## config.mk

```make
export PLATFORM = sky130hd
export DESIGN_NAME = sub_bytes_engine
export DESIGN_NICKNAME = d
export VERILOG_FILES = /design/src/rtl/sub_bytes_engine.sv
export SDC_FILE = /design/constraint.sdc
export NUM_CORES = 2
export LEC_CHECK = 0
export CORE_ASPECT_RATIO = 0.5
export CORE_MARGIN = 2
export CORE_UTILIZATION = 48
export DETAILED_ROUTE_END_ITERATION = 12
export PLACE_DENSITY = 0.64
export SLEW_MARGIN = 20
export SYNTH_ARGS = -nofsm -noshare
export SYNTH_HDL_FRONTEND = slang
export SYNTH_SLANG_ARGS = --single-unit
```

## constraint.sdc

```tcl
create_clock -name clk -period 21.5 [get_ports clk]
set_clock_uncertainty 0.15 [all_clocks]
set_input_delay 5.375 -clock clk [delete_from_list [all_inputs] [get_ports clk]]
set_output_delay 5.375 -clock clk [all_outputs]
set_load 0.05 [all_outputs]
```

## src/rtl/sub_bytes_engine.sv

```systemverilog
// -----------------------------------------------------------------------------
// sub_bytes_engine
// Handshaked, iterative AES byte substitution over a 128-bit state. LANES
// bytes pass through S-boxes per cycle; a block takes 16/LANES cycles.
// Forward (encrypt) or inverse (decrypt) S-box is chosen per block.
//
// Ports:
//   clk        rising-edge clock
//   rst        asynchronous, active-high reset
//   in_valid   input block valid
//   in_ready   engine idle and able to accept a block
//   in_data    input state, byte k = in_data[8k+7:8k]
//   in_inv     0 = forward S-box, 1 = inverse S-box (sampled with in_data)
//   out_valid  result valid
//   out_ready  downstream accepts the result
//   out_data   substituted state, same byte mapping as in_data
//   busy       engine is not idle
// -----------------------------------------------------------------------------
module sub_bytes_engine #(
    parameter int unsigned LANES = 4
) (
    input  logic         clk,
    input  logic         rst,
    input  logic         in_valid,
    output logic         in_ready,
    input  logic [127:0] in_data,
    input  logic         in_inv,
    output logic         out_valid,
    input  logic         out_ready,
    output logic [127:0] out_data,
    output logic         busy
);

    localparam int unsigned NGRP = 16 / LANES;
    localparam int unsigned GW   = (NGRP > 1) ? $clog2(NGRP) : 1;
    localparam int unsigned LW   = 8 * LANES;
    localparam logic [GW-1:0] LAST_GRP = GW'(NGRP - 1);

    // Only divisors of 16 give a whole number of groups per block.
    generate
        if (!(LANES == 1 || LANES == 2 || LANES == 4 || LANES == 8 || LANES == 16)) begin : g_bad_lanes
            $error("sub_bytes_engine: LANES must be 1, 2, 4, 8 or 16");
        end
    endgenerate

    typedef enum logic [1:0] {
        S_IDLE = 2'd0,
        S_BUSY = 2'd1,
        S_DONE = 2'd2
    } state_t;

    // 8-bit rotate left.
    function automatic logic [7:0] rotl8(input logic [7:0] b, input int unsigned n);
        logic [15:0] t;
        t = {b, b} << n;
        return t[15:8];
    endfunction

    // GF(2^8) multiply modulo x^8 + x^4 + x^3 + x + 1.
    function automatic logic [7:0] gmul(input logic [7:0] a, input logic [7:0] b);
        logic [7:0] p;
        logic [7:0] x;
        p = 8'h00;
        x = a;
        for (int i = 0; i < 8; i++) begin
            if (b[i]) begin
                p = p ^ x;
            end
            x = {x[6:0], 1'b0} ^ (x[7] ? 8'h1b : 8'h00);
        end
        return p;
    endfunction

    // Multiplicative inverse as x^254 (maps 0 to 0, as the S-box requires).
    function automatic logic [7:0] gfinv(input logic [7:0] x);
        logic [7:0] s;
        logic [7:0] r;
        s = x;
        r = 8'h01;
        for (int i = 1; i < 8; i++) begin
            s = gmul(s, s);
            r = gmul(r, s);
        end
        return r;
    endfunction

    // One inverter shared by both directions: forward = affine(inv(x)),
    // inverse = inv(affine^-1(x)).
    function automatic logic [7:0] sbox(input logic [7:0] x, input logic inv);
        logic [7:0] y;
        logic [7:0] z;
        y = inv ? (rotl8(x, 1) ^ rotl8(x, 3) ^ rotl8(x, 6) ^ 8'h05) : x;
        z = gfinv(y);
        return inv ? z
                   : (z ^ rotl8(z, 1) ^ rotl8(z, 2) ^ rotl8(z, 3) ^ rotl8(z, 4) ^ 8'h63);
    endfunction

    state_t          state_q;
    state_t          state_d;
    logic [GW-1:0]   grp_q;
    logic [127:0]    work_q;
    logic [127:0]    result_q;
    logic [127:0]    result_next_c;
    logic [LW-1:0]   sub_c;
    logic            mode_q;
    logic            out_valid_q;

    // The current group always sits in the low bytes of the work register.
    for (genvar l = 0; l < LANES; l++) begin : g_lane
        assign sub_c[8*l +: 8] = sbox(work_q[8*l +: 8], mode_q);
    end

    // Substituted bytes enter at the top and shift down; after NGRP cycles
    // group 0 has reached bytes 0..LANES-1.
    generate
        if (LW == 128) begin : g_full
            assign result_next_c = sub_c;
        end else begin : g_part
            assign result_next_c = {sub_c, result_q[127:LW]};
        end
    endgenerate

    // Next-state logic.
    always_comb begin
        state_d = state_q;
        case (state_q)
            S_IDLE:  if (in_valid)          state_d = S_BUSY;
            S_BUSY:  if (grp_q == LAST_GRP) state_d = S_DONE;
            S_DONE:  if (out_ready)         state_d = S_IDLE;
            default:                        state_d = S_IDLE;
        endcase
    end

    // State register and datapath.
    always_ff @(posedge clk or posedge rst) begin
        if (rst) begin
            state_q     <= S_IDLE;
            grp_q       <= '0;
            work_q      <= '0;
            result_q    <= '0;
            mode_q      <= 1'b0;
            out_valid_q <= 1'b0;
        end else begin
            state_q     <= state_d;
            out_valid_q <= (state_d == S_DONE);
            case (state_q)
                S_IDLE: begin
                    if (in_valid) begin
                        work_q <= in_data;
                        mode_q <= in_inv;
                        grp_q  <= '0;
                    end
                end
                S_BUSY: begin
                    work_q   <= work_q >> LW;
                    result_q <= result_next_c;
                    grp_q    <= grp_q + GW'(1);
                end
                default: ;
            endcase
        end
    end

    assign in_ready  = (state_q == S_IDLE);
    assign busy      = (state_q != S_IDLE);
    assign out_valid = out_valid_q;
    assign out_data  = result_q;

endmodule

```

# Word-level counts from Yosys, hierarchy flattened
# Cells that the tools add are included.
[op_classes] addsub=1 n_eq_ne=5 muxes=828 bitwise_logic=788 n_reduce_logical=5
[op_table] cell="8-bit two-way mux" count=428
[op_table] cell="8-bit bitwise XOR" count=388
[op_table] cell="8-bit by 5-bit bitwise XOR with 8-bit output" count=364
[op_table] cell="5-bit two-way mux" count=368
[op_table] cell="128-bit case mux with 2 select lines" count=1
[op_table] cell="128-bit two-way mux" count=1
[op_table] cell="7-bit two-way mux" count=4
[op_table] cell="1-bit inverter, first input constant" count=28
[op_table] cell="6-bit two-way mux" count=4
[op_table] cell="2-bit two-way mux" count=8
[op_table] cell="4-bit two-way mux" count=4
[op_table] cell="4-bit inverter" count=4
[op_table] cell="3-bit two-way mux" count=4
[op_table] cell="2-bit inverter" count=4
[op_table] cell="2-bit == test, second input constant" count=3
[op_table] cell="2-bit case mux with 3 select lines" count=1
[op_table] cell="1-bit two-way mux" count=4
[op_table] cell="2-bit case mux with 2 select lines" count=1
[op_table] cell="2-bit AND reduction" count=2
[op_table] cell="2-bit nonzero test" count=2
[op_table] cell="2-bit by 1-bit adder with 2-bit output, second input constant" count=1
[op_table] cell="2-bit by 1-bit == test with 1-bit output, second input constant" count=1
[op_table] cell="2-bit logical NOT" count=1
[op_table] cell="2-bit != test, second input constant" count=1
[totals] register_bits=262 inputBits=133

# Longest topological paths before layout
[logic_depth] depth_word=137 ltp_mapped=77 ltp_nobuf=64

# Worst setup path before layout
# OpenSTA, ideal clock, no wires.
[synth_timing] path_kind="flip-flop to flip-flop" startpoint="reg work_q[17]" endpoint="reg result_q[112], in the netlist out_data[112]" setup_time_ns=0.132 arrival_time_ns=16.399 t_required_ns=21.218 slack_ns=4.819 path_stages_with_launch=72 path_buffers=11 path_cell_list="dfrtp_1 -> buf_2 -> xor3_1 -> mux2i_1 -> inv_1 -> buf_1 -> ha_1 -> clkbuf_1 -> xnor2_1 -> a211o_1 -> a21oi_1 -> xor3_1 -> inv_1 -> clkbuf_1 -> buf_1 -> ha_1 -> clkbuf_1 -> xor2_1 -> [... 36 more ...] -> or3_1 -> a21oi_1 -> a21oi_1 -> xnor3_1 -> xnor2_1 -> xnor2_1 -> xnor2_1 -> xnor2_1 -> o21ai_1 -> a21oi_1 -> xnor3_1 -> xnor2_1 -> xnor2_1 -> xnor3_1 -> xnor2_1 -> nor2_1 -> xnor2_1 -> o21ai_1"
[synth_between] elab_chain_len=132 word_cells_on_any_way=393 cone_classes="203 x mux; 190 x bitwise"
[synth_lines] item="start, declared" line="101" source="logic [127:0] work_q;"
[synth_lines] item="start signal, assigned" line="149" source="work_q <= in_data;"
[synth_lines] item="start signal, assigned" line="155" source="work_q <= work_q >> LW;"
[synth_lines] item="8-bit bitwise XOR" line="92" source="y = inv ? (rotl8(x, 1) ^ rotl8(x, 3) ^ rotl8(x, 6) ^ 8'h05) : x;"
[synth_lines] item="8-bit two-way mux *" line="92"
[synth_lines] item="5-bit two-way mux (tied with other cells)" line="69" source="x = {x[6:0], 1'b0} ^ (x[7] ? 8'h1b : 8'h00);"
[synth_lines] item="8-bit by 5-bit bitwise XOR with 8-bit output (tied with other cells)" line="69"
[synth_lines] item="8-bit bitwise XOR (tied with other cells)" line="67" source="p = p ^ x;"
[synth_lines] item="8-bit two-way mux or 8-bit bitwise XOR (tied branches)" line="66, 67"
[synth_lines] item="8-bit bitwise XOR or 8-bit two-way mux (tied branches)" line="67, 66"
[synth_lines] item="8-bit two-way mux or 8-bit bitwise XOR (tied branches)" line="66, 67"
[synth_lines] item="[... 113 more ...]"
[synth_lines] item="8-bit two-way mux" line="66" source="if (b[i]) begin"
[synth_lines] item="8-bit bitwise XOR" line="67"
[synth_lines] item="8-bit two-way mux" line="66"
[synth_lines] item="8-bit bitwise XOR" line="67"
[synth_lines] item="8-bit two-way mux *" line="66"
[synth_lines] item="8-bit bitwise XOR (4 in a row)" line="95" source=": (z ^ rotl8(z, 1) ^ rotl8(z, 2) ^ rotl8(z, 3) ^ rotl8(z, 4) ^ 8'h63);"
[synth_lines] item="4-bit inverter (no source line)"
[synth_lines] item="8-bit two-way mux *" line="94" source="return inv ? z"
[synth_lines] item="end signal, assigned" line="156" source="result_q <= result_next_c;"
[synth_lines] item="end, declared" line="102" source="logic [127:0] result_q;"
# Mark *: on every way between the ends. The rest lies on a longest branch, timed or not.
# A chain may end at the register's enable or synchronous reset.

# Worst setup path after layout
[layout_timing] startpoint="reg work_q[17]" endpoint="reg result_q[119], in the netlist out_data[119]"
[layout_between] elab_chain_len=131 word_cells_on_any_way=392 cone_classes="203 x mux; 189 x bitwise"
[layout_lines] item="8-bit bitwise XOR" line="92"
[layout_lines] item="8-bit two-way mux *" line="92"
[layout_lines] item="5-bit two-way mux" line="69"
[layout_lines] item="8-bit by 5-bit bitwise XOR with 8-bit output" line="69"
[layout_lines] item="8-bit bitwise XOR" line="67"
[layout_lines] item="8-bit two-way mux" line="66"
[layout_lines] item="8-bit bitwise XOR" line="67"
[layout_lines] item="8-bit two-way mux" line="66"
[layout_lines] item="[... 112 more ...]"
[layout_lines] item="8-bit bitwise XOR" line="67"
[layout_lines] item="8-bit two-way mux" line="66"
[layout_lines] item="8-bit bitwise XOR" line="67"
[layout_lines] item="8-bit two-way mux" line="66"
[layout_lines] item="8-bit bitwise XOR" line="67"
[layout_lines] item="8-bit two-way mux *" line="66"
[layout_lines] item="8-bit bitwise XOR (4 in a row)" line="95"
[layout_lines] item="8-bit two-way mux *" line="94"
# Marked as above.

==> out/qor.txt <==
Routed Antenna Nets - 0
Crit Path Class - flip-flop to flip-flop
count of flip-flops with a built-in enable after synthesis - 0
number of H-tree levels - 1
kind of cell adding the most delay to the critical path - XOR/XNOR gates
crit-path max FO - 21
Worst Hold Class - flip-flop to flip-flop
PortBufs - 263
commonest cells after routing, fill and taps aside - xnor2_1, nor2_1, nand2_1
Final GP Congestion - 0.887
drt first-iter violations - 5862
final period utilization - 93.2%
proportion of layout cells with a drive suffix above 1 - 8.39%
syn_area_per_cell - 7.48 um2
number of global-route vias before repair - 60.7k
first-pass GRT wire length - 331 mm
Critical Path RT - 21.72 ns
final setup violating endpoints - 0
die height - 277 um
Sink Count - 262
clock root cell - clkbuf_16
initial core utilization - 48.6%
GR Overflow Total - 0
wire per inst - 18.0 um
TritonCTS clock tree - done
post-route non-filler standard cell count - 11.4k
# nets final - 9528
Mapped Area - 0.0713 mm2
Synth-to-Final Area Change - 7.48%
final wirelength - 204 mm
Die ar. - 0.152 mm2
crit path DAT - 20.26 ns
Multi-input gate area - 0.0612 mm2
post-CTS setup buffers - 0
most common cell after layout, fill and taps aside - xnor2_1
Seq/Total Area, Yosys - 9.20%
Placed Instances - 11.3k
crit path launch type - flip-flop
Post-Syn Instances - 9528
Slowest cell on crit path - xnor2_2
crit-path max cell delay - 0.73 ns
GRT Overall Usage - 25.6%
FF/Latch Area - 0.00656 mm2
FILL cells - 14.3k
Slew Viols, Final - 0
status - finished, final reports clean
measured slew at the worst slew-check pin - 1.10 ns
TritonCTS buffer count - 22
post-synthesis register bit count - 262
Synth Net Count - 9690
DR vias/cell - 5.80
relative max-transition margin - 26.3%
crit end category - flip-flop
Core ar. - 0.147 mm2
Async SR Flop Fraction - 100%
count of buffer and inverter cells on the critical path - 8
FF-to-FF setup slack - 1.47 ns
Post-route DRC - 0
RSZ-0062 raised after global routing - false
Place WS - 1.20 ns
total negative slack - 0 ns
FP Rows - 99
Warnings, synthesis - 0
clk slew on worst S/H paths - 0.07 ns
routed vias - 65.8k
largest net degree at the start of global routing - 135
Synth cell types - 129
latest clock arrival within the worst-skew pair - 0.54 ns
initial antenna violation count - 8
Die X - 549 um
Max-Cap Viols - 0
post-layout min period - 20.03 ns
Peak Freq - 49.9 MHz
most frequent CP cell - xnor2_1
DP Wirelength - 145 mm
I/O pin total - 264
setup ws final - 1.47 ns
First-pass DRT Iterations - 6
Fin. Hold Viols - 0
Top FF cell, synth - dfrtp_1
clk buf depth - 3
[routing by layer]
metal | GRT usage, % | part of all wire [%]
met1 | 36.1 | 46
met2 | 43.6 | 48
met3 | 1.25 | 4.7
met4 | 4.39 | 1.4
met5 | 0 | 0
[state kept, by name, summed over array words and instances (netlist names)]
signal,flops
out_data,128
grp_q,2
mode_q,1
state_q,2
out_valid,1
work_q,128
[worst paths after layout]
path	start	endpoint	cells after the start
worst max-delay path	work_q[17]	out_data[119]	64
worst min-delay path	out_data[16]	out_data[16]	2
worst max register to register	work_q[17]	out_data[119]	64
worst min register to register	out_data[16]	out_data[16]	2
max in group asynchronous	rst	out_data[46]	4
min in group asynchronous	rst	work_q[86]	2
[final cells by class]
| class | count | share of cell area [%] |
|---|---|---|
| multi-input cells | 8372 | 79.8 |
| flip-flops and latches | 262 | 8.56 |
| repair buffers | 585 | 6.61 |
| well taps | 1969 | 3.22 |
| clock buffers | 24 | 0.756 |
| inverters | 123 | 0.612 |
| clock inverters | 15 | 0.385 |
| diodes | 8 | 0.0261 |
[worst register-to-register path, delay by kind of cell, from the launching register on]
kind / cells / cell delay, ns
AOI/OAI and AO/OA: 13 / 2.15
xor gates and xnor gates: 29 / 10.30
DFF: 1 / 0.50
adders and majority gates: 3 / 1.52
buffers and inverters: 8 / 2.11
muxes: 3 / 1.02
and+or+nand+nor: 8 / 2.12
[logic make-up after synthesis]
logic type	after synthesis	share of synthesized area, %
AOI/OAI and AO/OA	2043	18.7
xor gates and xnor gates	2667	41.1
adders and majority gates	31	0.537
buffers and inverters	894	5.82
DFF	262	9.20
muxes	282	4.23
and+or+nand+nor	3349	20.4
[stage by stage]
stage          hold slack [ns]  utilization (%)  instance area, um2
6_report                 0.324             52.2               76600
3_3_place_gp             0.307             51.6               75700
2_1_floorplan            0.299                -               71300
5_1_grt                  0.349             52.2               76600
3_5_place_dp             0.311             51.6               75700
4_1_cts                  0.330             52.2               76500
[cells in the mapped netlist, types with 94 or more instances]
library cell  number  area, um2
a21oi_1          485       2430
a22oi_1          127        953
buf_2            144        721
buf_4            134       1010
clkbuf_1         431       1620
dfrtp_1          262       6560
inv_1             94        353
mux2i_1          233       2330
nand2_1         1202       4510
nand3_1          191        956
nor2_1          1203       4520
nor3_1           261       1310
o21ai_0          478       2390
o22ai_1          111        694
xnor2_1         1718      15000
xnor2_2          104       1690
xnor3_1          251       5650
xor2_1           467       4090
[what timing repair did]
action	in CTS	in global routing
gates resized for setup	0	3
hold buffers	0	0
setup endpoints to repair	0	11
Power is not shown: default switching activity piles up to over one toggle a cycle in this logic, so the estimate is an artifact.
